--- config.mk ---
export PLATFORM = sky130hd
export DESIGN_NAME = ps2_key_rx
export DESIGN_NICKNAME = d
export VERILOG_FILES = /design/src/rtl/ps2_key_rx.sv
export SDC_FILE = /design/constraint.sdc
export NUM_CORES = 1
export LEC_CHECK = 0
export ABC_AREA = 1
export CAP_MARGIN = 5
export CORE_MARGIN = 4
export CORE_UTILIZATION = 45
export CTS_CLUSTER_DIAMETER = 30
export DETAILED_ROUTE_END_ITERATION = 10
export PLACE_DENSITY_LB_ADDON = 0.15
export SLEW_MARGIN = 10
export SYNTH_ARGS = -nofsm -noshare
export SYNTH_HDL_FRONTEND = slang
export SYNTH_SLANG_ARGS = --single-unit
--- constraint.sdc ---
create_clock -name clk_sys -period 3.2 [get_ports clk_sys]
set_input_delay 0.96 -clock clk_sys [delete_from_list [all_inputs] [get_ports clk_sys]]
set_output_delay 0.96 -clock clk_sys [all_outputs]
set_load 0.01 [all_outputs]
--- src/rtl/ps2_key_rx.sv ---
// PS/2 keyboard receiver: conditions the raw device-clocked lines, deframes bytes,
// folds E0/F0 prefixes and emits a toggle-flagged 11-bit key event word.
module ps2_key_rx #(
   parameter int unsigned FILTER_LEN  = 8,
   parameter int unsigned TIMEOUT_CYC = 24000
) (
   input  logic        clk_sys,
   input  logic        reset_n,
   input  logic        ps2_clk_in,
   input  logic        ps2_dat_in,
   output logic [10:0] ps2_key,
   output logic        frame_err
);

   localparam int unsigned FLT_W = (FILTER_LEN > 1) ? $clog2(FILTER_LEN) : 1;
   localparam int unsigned TO_W  = $clog2(TIMEOUT_CYC + 1);

   localparam logic [1:0] ST_IDLE   = 2'd0;
   localparam logic [1:0] ST_DATA   = 2'd1;
   localparam logic [1:0] ST_PARITY = 2'd2;
   localparam logic [1:0] ST_STOP   = 2'd3;

   logic             clk_s1, clk_s2, dat_s1, dat_s2;
   logic             clk_flt, clk_flt_q;
   logic [FLT_W-1:0] flt_cnt;
   logic             strobe_c;

   logic [1:0]       state, state_nxt;
   logic [2:0]       bitcnt, bitcnt_nxt;
   logic [7:0]       shreg, shreg_nxt;
   logic             par, par_nxt;
   logic             ext, ext_nxt;
   logic             brk, brk_nxt;
   logic [TO_W-1:0]  to_cnt, to_cnt_nxt;
   logic [10:0]      key_nxt;
   logic             err_nxt;

   // Two-stage synchronizers and ps2_clk glitch filter; idle-high after reset
   always_ff @(posedge clk_sys or negedge reset_n) begin
      if (!reset_n) begin
         clk_s1    <= 1'b1;
         clk_s2    <= 1'b1;
         dat_s1    <= 1'b1;
         dat_s2    <= 1'b1;
         clk_flt   <= 1'b1;
         clk_flt_q <= 1'b1;
         flt_cnt   <= '0;
      end else begin
         clk_s1    <= ps2_clk_in;
         clk_s2    <= clk_s1;
         dat_s1    <= ps2_dat_in;
         dat_s2    <= dat_s1;
         clk_flt_q <= clk_flt;
         if (clk_s2 == clk_flt) begin
            flt_cnt <= '0;
         end else if (flt_cnt == FLT_W'(FILTER_LEN - 1)) begin
            clk_flt <= clk_s2;
            flt_cnt <= '0;
         end else begin
            flt_cnt <= flt_cnt + 1'b1;
         end
      end
   end

   // Filtered falling edge of the device clock marks a data sample point
   assign strobe_c = clk_flt_q & ~clk_flt;

   // Frame FSM, timeout watchdog and prefix folding: next-state and output values
   always_comb begin
      state_nxt  = state;
      bitcnt_nxt = bitcnt;
      shreg_nxt  = shreg;
      par_nxt    = par;
      ext_nxt    = ext;
      brk_nxt    = brk;
      key_nxt    = ps2_key;
      err_nxt    = 1'b0;
      to_cnt_nxt = (state == ST_IDLE) ? '0 : to_cnt + 1'b1;

      if (strobe_c) begin
         to_cnt_nxt = '0;
         case (state)
            ST_IDLE: begin
               if (!dat_s2) begin
                  state_nxt  = ST_DATA;
                  bitcnt_nxt = 3'd0;
               end
            end
            ST_DATA: begin
               shreg_nxt  = {dat_s2, shreg[7:1]};
               bitcnt_nxt = bitcnt + 3'd1;
               if (bitcnt == 3'd7) state_nxt = ST_PARITY;
            end
            ST_PARITY: begin
               par_nxt   = dat_s2;
               state_nxt = ST_STOP;
            end
            default: begin
               state_nxt = ST_IDLE;
               if ((^{shreg, par}) && dat_s2) begin
                  if (shreg == 8'hE0) begin
                     ext_nxt = 1'b1;
                  end else if (shreg == 8'hF0) begin
                     brk_nxt = 1'b1;
                  end else if (shreg == 8'h00 || shreg == 8'hFF) begin
                     ext_nxt = 1'b0;
                     brk_nxt = 1'b0;
                  end else begin
                     key_nxt = {~ps2_key[10], ~brk, ext, shreg};
                     ext_nxt = 1'b0;
                     brk_nxt = 1'b0;
                  end
               end else begin
                  err_nxt = 1'b1;
                  ext_nxt = 1'b0;
                  brk_nxt = 1'b0;
               end
            end
         endcase
      end else if (state != ST_IDLE && to_cnt == TO_W'(TIMEOUT_CYC - 1)) begin
         // Keyboard stalled mid-frame: abandon it along with any pending prefix
         state_nxt  = ST_IDLE;
         err_nxt    = 1'b1;
         ext_nxt    = 1'b0;
         brk_nxt    = 1'b0;
         to_cnt_nxt = '0;
      end
   end

   // State and output registers
   always_ff @(posedge clk_sys or negedge reset_n) begin
      if (!reset_n) begin
         state     <= ST_IDLE;
         bitcnt    <= 3'd0;
         shreg     <= 8'h00;
         par       <= 1'b0;
         ext       <= 1'b0;
         brk       <= 1'b0;
         to_cnt    <= '0;
         ps2_key   <= 11'h000;
         frame_err <= 1'b0;
      end else begin
         state     <= state_nxt;
         bitcnt    <= bitcnt_nxt;
         shreg     <= shreg_nxt;
         par       <= par_nxt;
         ext       <= ext_nxt;
         brk       <= brk_nxt;
         to_cnt    <= to_cnt_nxt;
         ps2_key   <= key_nxt;
         frame_err <= err_nxt;
      end
   end

endmodule
### Word level (Yosys, flattened, before mapping)

Cells that the tools add are included.

* $add $sub $neg: 3
* reduce and logical (&&, ||, !) cells: 18
* equality and inequality tests: 15
* bitwise gates (word level): 9
* muxes and demuxes: 27

Operators with widths (count)
* $mux W15: 3
* $eq A8 B8 Y1 const B: 3
* $add A15 B1 Y15 const B: 1
* $eq A15 B15 Y1 const B: 1
* $mux W1: 15
* $reduce_and A3 Y1: 4
* $mux W3: 3
* $ne A3 B3 Y1 const B: 3
* $reduce_xor A9 Y1: 1
* $logic_not A8 Y1: 1
* $mux W2: 4
* $not A1 Y1: 8
* $add A3 B1 Y3 const B: 2
* $eq A3 B3 Y1 const B: 2
* $pmux W2 S3: 1
* $pmux W3 S2: 1
* $reduce_and A2 Y1: 3
* $reduce_and A6 Y1: 1
* $reduce_bool A2 Y1: 3
* $ne A2 B2 Y1 const B: 2
* $ne A4 B4 Y1 const B: 1
* $reduce_or A3 Y1: 1
* $eq A2 B1 Y1 const B: 1
* $eq A2 B2 Y1 const B: 1
* 5 further kinds: 6

* flip-flop bits (word level): 52
* output and inout port bits: 12
* word-level logic and storage cells: 88

### Longest topological paths before layout

Gate-level depths: netlist of the first run.

* depth after elaboration: 6
* mapped depth: 13
* gate-level depth less buffers: 13

### Least setup slack after synthesis of the first run

Ideal clock, no wire load.

* path type: flip-flop to flip-flop
* start: reg state[1]
* end: reg bitcnt[1]
* setup slack: 1.656 ns
* path buffers: 0
* setup time: 0.121 ns
* data required time: 3.079 ns
* cell stages (with the launch flop): 9
* period minus slack after synthesis: 1.544 ns
* data arrival time: 1.423 ns
* cells stage by stage: dfrtp_1 inv_1 ha_1 inv_1 nor2_1 inv_1 nor2_1 a31oi_1 a22o_1

* cells in the longest elaborated chain, start to end: 3
* elaborated cells between the ends (all ways): 6
* those cells by class: eq/ne: 2; mux: 1; reduce/logical: 3

RTL lines
* start, declared: RTL line 28 `logic [1:0] state, state_nxt;`
* start signal, assigned: RTL line 143 `state <= state_nxt;`
* $eq A2 B1 Y1 / $logic_not A2 Y1 (equally long branches): RTL line 82 `case (state)`
* $reduce_bool A2 Y1 (no source line) / $ne A2 B2 Y1 (equally long branches)
* $reduce_and A3 Y1 (no source line)
* end signal, assigned: RTL line 144 `bitcnt <= bitcnt_nxt;`
* end, declared: RTL line 29 `logic [2:0] bitcnt, bitcnt_nxt;`

Several ways; a longest one is shown, not always the timed one.
A chain may end at the register's enable or synchronous reset.

### Worst setup path in the final report of the first run

* start: reg ps2_key[10]
* end: out ps2_key[10]

RTL lines
* start, declared: RTL line 11 `output logic [10:0] ps2_key,`
* start signal, assigned: RTL line 150 `ps2_key <= key_nxt;`

No word-level cell between the ends.

==> results of run 1 <==
power by group through the flow:
stage / combinational [uW] / sequential [uW] / clock (uW)
final: 172 / 728 / 382
after global routing: 209 / 734 / 430
after CTS: 176 / 729 / 403
after detailed placement: 176 / 742 / 0
after global placement: 173 / 741 / 0
after floorplan: 125 / 736 / 0
cell type report:
class	instances	area share, %
inverter	35	4.755
tap	70	3.170
sequential	52	47.37
clock buffer	7	3.125
timing repair buffer	17	5.797
clock inverter	1	0.2717
multi-input combinational	185	35.51
state kept, by name, summed over array words and instances (netlist names):
signal / cells
bitcnt: 3
brk: 1
clk_flt: 1
clk_flt_q: 1
clk_s1: 1
clk_s2: 1
dat_s1: 1
dat_s2: 1
ext: 1
flt_cnt: 3
frame_err: 1
par: 1
ps2_key: 11
shreg: 8
state: 2
to_cnt: 15
per-layer routing:
layer / wire length [um] / up-vias
li1: - / 923
met3: 126 / 4
met5: 0 / -
met2: 1913 / 18
met1: 2101 / 820
met4: 33 / 0
worst max path at each step:
stage	end	cells past startpoint
2_1_floorplan	bitcnt[1]	8
3_3_place_gp	bitcnt[2]	8
3_5_place_dp	bitcnt[1]	8
4_1_cts	ps2_key[10]	1
5_1_grt	bitcnt[2]	8
6_report	ps2_key[10]	1
worst reg2reg max path: stages (launching register included):
cell and delay, ps:
dfrtp_1 410, inv_1 100, ha_1 140, inv_1 50
nor2_1 660, inv_1 130, nor2_1 190, a31oi_1 90
a22o_1 200
cell usage after synthesis (all sizes together), types with 2 or more instances:
master / n
o21ai: 20
a21oi: 7
nand3: 24
nor3: 6
o211ai: 2
ha: 9
nor3b: 2
dfrtp: 46
nand4: 3
dfstp: 6
nand2: 73
buf: 3
nand3b: 2
nor2: 24
inv: 35
xor2: 5
a22o: 2
xnor2: 3
per-stage QoR:
stage / utilization [%] / hold slack, ps / instance area, sq um / std cells / total power, uW
5_1_grt: 53.08 / 373.8 / 2763 / 367 / 1373
3_5_place_dp: 51.27 / 347.5 / 2669 / 359 / 917.9
2_1_floorplan: - / 345.2 / 2451 / 276 / 861.1
3_3_place_gp: 51.27 / 346.0 / 2669 / 359 / 913.4
4_1_cts: 53.08 / 361.3 / 2763 / 367 / 1309
6_report: 53.08 / 359.1 / 2763 / 367 / 1283
cell families (layout without fill, tap and decap cells):
family,after synthesis,in the layout,share of synthesized area (%)
and+or+nand+nor,135,135,24.71
DFF,52,52,53.39
buffers and inverters,39,60,6.585
AOI/OAI and AO/OA,33,33,7.862
adders and majority gates,9,9,4.594
xor gates and xnor gates,8,8,2.859
==> impl_metrics.py, run 1 <==
metrics = {
    "global_route": {
        "grt_use_total_pct": 14.39,
        "grt.busiest_layer": "met2",
        "antenna_found_initial": 0,
        "grt_pass1_vias": 1704,
        "grt_max_degree": 53,
        "use_met3_pct": 3.618,
        "use_met1_pct": 18.64,
        "grt.overflow.total": 0,
        "grt_first_pass_wirelength_mm": 7.452,
        "use_met2_pct": 23.91,
    },
    "setup_path": {
        "cp_top_family": "buffers and inverters",
        "reg2reg_slack_ps": 1110,
        "r2r_end": "bitcnt[2]",
        "path_buf_inv": 1,
        "reg2reg_depth": 8,
        "crit_chain": "clkdlybuf4s50_1",
        "r2r_start": "state[1]",
        "cp-startpoint": "ps2_key[10]",
        "crit_path_max_fanout": 3,
        "required_ps": 2240,
        "crit_path_start_kind": "register",
        "worstSetupEndpointType": "primary output",
        "critPathArrivalTime_ps": 1200,
        "crit_type": "register to primary output",
        "critPathMaxStageDelay_ps": 540,
        "cp_slowest_cell": "clkdlybuf4s50_1",
    },
    "synth": {
        "synth_nets": 289,
        "syn_avg_cell_area_sq_um": 8.881,
        "syn_area_sq_um": 2451,
        "async_reset_ff_share_pct": 100.0,
        "synth_edf_count": 0,
        "yosysWarningCount": 0,
        "ys_ff_latch": 52,
        "yosysTopAreaCell": "dfrtp_1",
        "synthTopCellsByArea": "dfrtp_1, nand2_1, dfstp_2, inv_1, ha_1",
        "synth.distinct_cells": 31,
        "synthCells": 276,
        "synth_ff_type": "dfrtp_1",
        "yosys.area.top_type_share_pct": 46.96,
        "yosysSeqAreaShare_pct": 53.39,
    },
    "finish": {
        "areaGrowthSynthToFinish_pct": 12.71,
        "n_antenna_cell": 0,
        "multi_input_area_sq_um": 980.9,
        "fill_cells": 508,
        "drive_above_1_share_pct": 10.10,
        "mostFrequentLayoutCells": "nand2_1, dfrtp_1, inv_1",
        "layout_commonest_cell": "nand2_1",
        "regArea_sq_um": 1309,
        "fin_nets": 309,
    },
    "drt": {
        "ant_nets": 0,
        "finalWirelength_mm": 4.174,
        "dr.pass1.iters": 4,
        "drt_iter0_drc": 69,
        "vias": 1765,
        "wl_per_cell_um": 11.37,
        "drc": 0,
        "viasPerCell": 4.809,
    },
    "sta": {
        "max_freq_ghz": 0.4629,
        "worstMarginPinSlew_ps": 857.0,
        "final.min_clock_period_ps": 2160,
        "finalClockSkew_ps": 9.273,
        "finalWorstSetupSlack_ps": 1040,
        "setup_viol": 0,
        "hold_viol_final": 0,
        "slew_headroom_pct": 42.66,
        "fin_crit_sh_pct": 67.50,
        "rsz0062_at_grt": "no",
        "finalSetupTns_ps": 0,
        "finalMaxSlewViolations": 0,
    },
    "power_and_ir_drop": {
        "p_sw_uw": 350.2,
        "p_sw_share_pct": 27.31,
        "internal_power_uw": 932.3,
        "vdd_drop_max_mv": 0.2476,
        "leakagePower_uw": 0.001274,
        "p_clk_share_pct": 29.8,
        "power.density_nw_per_um2": 464.2,
        "pwr-share-comb_pct": 13.4,
        "seqPwrFrac_pct": 56.8,
    },
    "floorplanning": {
        "start_util_pct": 47.09,
        "pin_count": 16,
        "die_x_um": 81.81,
        "core_sq_um": 5205,
        "dieArea_sq_um": 6692,
        "rows": 26,
        "fp.dieH_um": 81.81,
    },
    "placement": {
        "dp_hpwl_mm": 2.938,
        "place_ws_ps": 1130,
        "io_buffers": 15,
        "routabilityCongestion": 0.8188,
    },
    "clock_network": {
        "cts_tree": "yes",
        "root_buffer": "clkbuf_8",
        "cts-hold-fix-buffers": 0,
        "cts_buffer_depth": 2,
        "cts_sinks": 52,
        "postCtsSetupBuffers": 0,
        "path_clk_slew_ps": 90,
        "numCtsBuffers": 5,
        "ctsResizeCount": 0,
        "htreeDepth": 2,
        "insertion_delay_ps": 300,
    },
    "flow_run": {
        "drv_cap": 0,
    },
    "min_path": {
        "min_path_cells": 0,
        "min_to": "clk_s2",
        "hold_class": "register to register",
        "hp-start": "clk_s1",
    },
    "run_status": {
        "status": "finished clean",
    },
}
(Power assumes the default switching activity.)
==> run 2, diff against run 1 <==
- clock period: 3.2 -> 1.8 ns (I/O delays scaled with it)
==> impl_metrics.py, run 2 (synthesis results as in run 1) <==
metrics = {
    "finish": {
        "drive_above_1_share_pct": 18.55,
        "layout_commonest_cell": "nand2_1",
        "regArea_sq_um": 1309,
        "largest_register": "to_cnt",
        "fin_nets": 330,
        "top_regs": "to_cnt: 15 flops, ps2_key: 11 flops, shreg: 8 flops",
        "n_antenna_cell": 0,
        "multi_input_area_sq_um": 1057,
        "largest_reg_flops": 15,
        "fill_cells": 477,
        "areaGrowthSynthToFinish_pct": 23.74,
        "final_core_util_pct": 58.27,
        "mostFrequentLayoutCells": "nand2_1, dfrtp_1, inv_1",
        "fin_area_sq_um": 3033,
    },
    "drt": {
        "drc": 0,
        "drt_iter0_drc": 93,
        "wl_per_cell_um": 11.42,
        "ant_nets": 0,
        "viasPerCell": 4.704,
        "finalWirelength_mm": 4.430,
        "vias": 1825,
        "dr.pass1.iters": 4,
    },
    "sta": {
        "finalClockSkew_ps": 9.056,
        "setup_viol": 0,
        "finalMaxSlewViolations": 0,
        "holdWs_ps": 215.4,
        "fin_crit_sh_pct": 97.00,
        "final.min_clock_period_ps": 1746,
        "worstMarginPinSlew_ps": 334.9,
        "hold_viol_final": 0,
        "max_freq_ghz": 0.5728,
        "slew_headroom_pct": 77.60,
    },
    "setup_path": {
        "crit_type": "register to primary output",
        "required_ps": 1260,
        "path_buf_inv": 1,
        "critPathArrivalTime_ps": 1210,
        "crit_path_start_kind": "register",
        "cp_top_family": "buffers and inverters",
        "critPathMaxStageDelay_ps": 540,
        "reg2reg_slack_ps": 120,
        "worstSetupEndpointType": "primary output",
        "crit_path_max_fanout": 3,
        "crit_chain": "clkdlybuf4s50_1",
        "cp_slowest_cell": "clkdlybuf4s50_1",
    },
    "power_and_ir_drop": {
        "finalPower_uw": 2432,
        "power.density_nw_per_um2": 802.0,
        "vdd_drop_max_mv": 0.4732,
        "leakagePower_uw": 0.001447,
    },
    "global_route": {
        "grt_pass1_vias": 1742,
        "grt.overflow.total": 0,
        "grt_max_degree": 53,
        "grt.busiest_layer": "met2",
        "use_met1_pct": 20.39,
        "grt_first_pass_wirelength_mm": 7.762,
        "use_met3_pct": 3.728,
        "grt_use_total_pct": 14.83,
        "antenna_found_initial": 0,
        "use_met2_pct": 23.34,
    },
    "run_status": {
        "status": "finished clean",
    },
    "placement": {
        "routabilityCongestion": 0.8994,
        "dp_hpwl_mm": 2.988,
        "postPlaceCellArea_sq_um": 2771,
        "io_buffers": 15,
    },
    "floorplanning": {
        "core_sq_um": 5205,
        "fp.dieH_um": 81.81,
        "start_util_pct": 47.09,
        "dieArea_sq_um": 6692,
        "rows": 26,
        "pin_count": 16,
        "die_x_um": 81.81,
    },
    "clock_network": {
        "cts-hold-fix-buffers": 0,
        "cts_buffer_depth": 2,
        "root_buffer": "clkbuf_8",
        "cts_tree": "yes",
        "htreeDepth": 2,
        "insertion_delay_ps": 300,
        "cts_sinks": 52,
        "path_clk_slew_ps": 90,
        "numCtsBuffers": 5,
    },
    "flow_run": {
        "drv_cap": 0,
    },
    "min_path": {
        "hold_class": "primary input to asynchronous set/reset pin",
    },
}
-- run 2: changes by cell type in the layout (fill, tap and decap cells not counted), sizes merged --
cell / previous run / this run
clkinvlp: 1 / 0
dlymetal6s2s: 0 / 2
bufinv: 0 / 1
buf: 3 / 24
clkdlybuf4s50: 14 / 12
-- run 2: metrics by stage --
step / setup WS (ps) / setup TNS [ps] / cells
2_1_floorplan: 256.2 / 0 / 276
3_3_place_gp: -111.1 / -1182 / 371
3_5_place_dp: -152.7 / -1603 / 371
4_1_cts: 43.89 / 0 / 379
5_1_grt: -16.24 / -47.13 / 388
6_report: 54.05 / 0 / 388
-- run 2: layer usage --
metal / vias up / share of wire, %
met5: - / 0
met4: 0 / 1.1
met3: 6 / 3.7
met2: 26 / 44
met1: 830 / 51
li1: 963 / -
-- run 2: what timing repair did --
action	4_1_cts	5_1_grt
pin swaps	0	6
setup endpoints to repair	13	28
gates cloned	0	0
gates resized for setup	3	18
buffers inserted	0	9
-- run 2: cell type report --
class | instances | area share, %
timing repair buffer | 38 | 11.18
clock inverter | 1 | 0.9901
tap | 70 | 2.888
sequential | 52 | 43.15
clock buffer | 7 | 2.517
inverter | 35 | 4.414
multi-input combinational | 185 | 34.86
-- run 2: path summary, 6_finish.rpt --
path / startpoint / to / depth (start not counted)
setup / recovery: ps2_key[10] / ps2_key[10] / 1
hold / removal: reset_n / to_cnt[2] / 2
setup reg to reg: to_cnt[0] / to_cnt[14] / 10
hold reg to reg: clk_s1 / clk_s2 / 0
max in group asynchronous: reset_n / clk_flt_q / 2
min in group clk_sys: clk_s1 / clk_s2 / 0
-- run 2: power breakdown --
group | internal, uW | leakage (uW) | total [uW] | switching (uW)
sequential | 1250 | 0.000703 | 1290 | 40.3
combinational | 120 | 0.000692 | 358 | 238
clock | 417 | 0.0000524 | 781 | 364
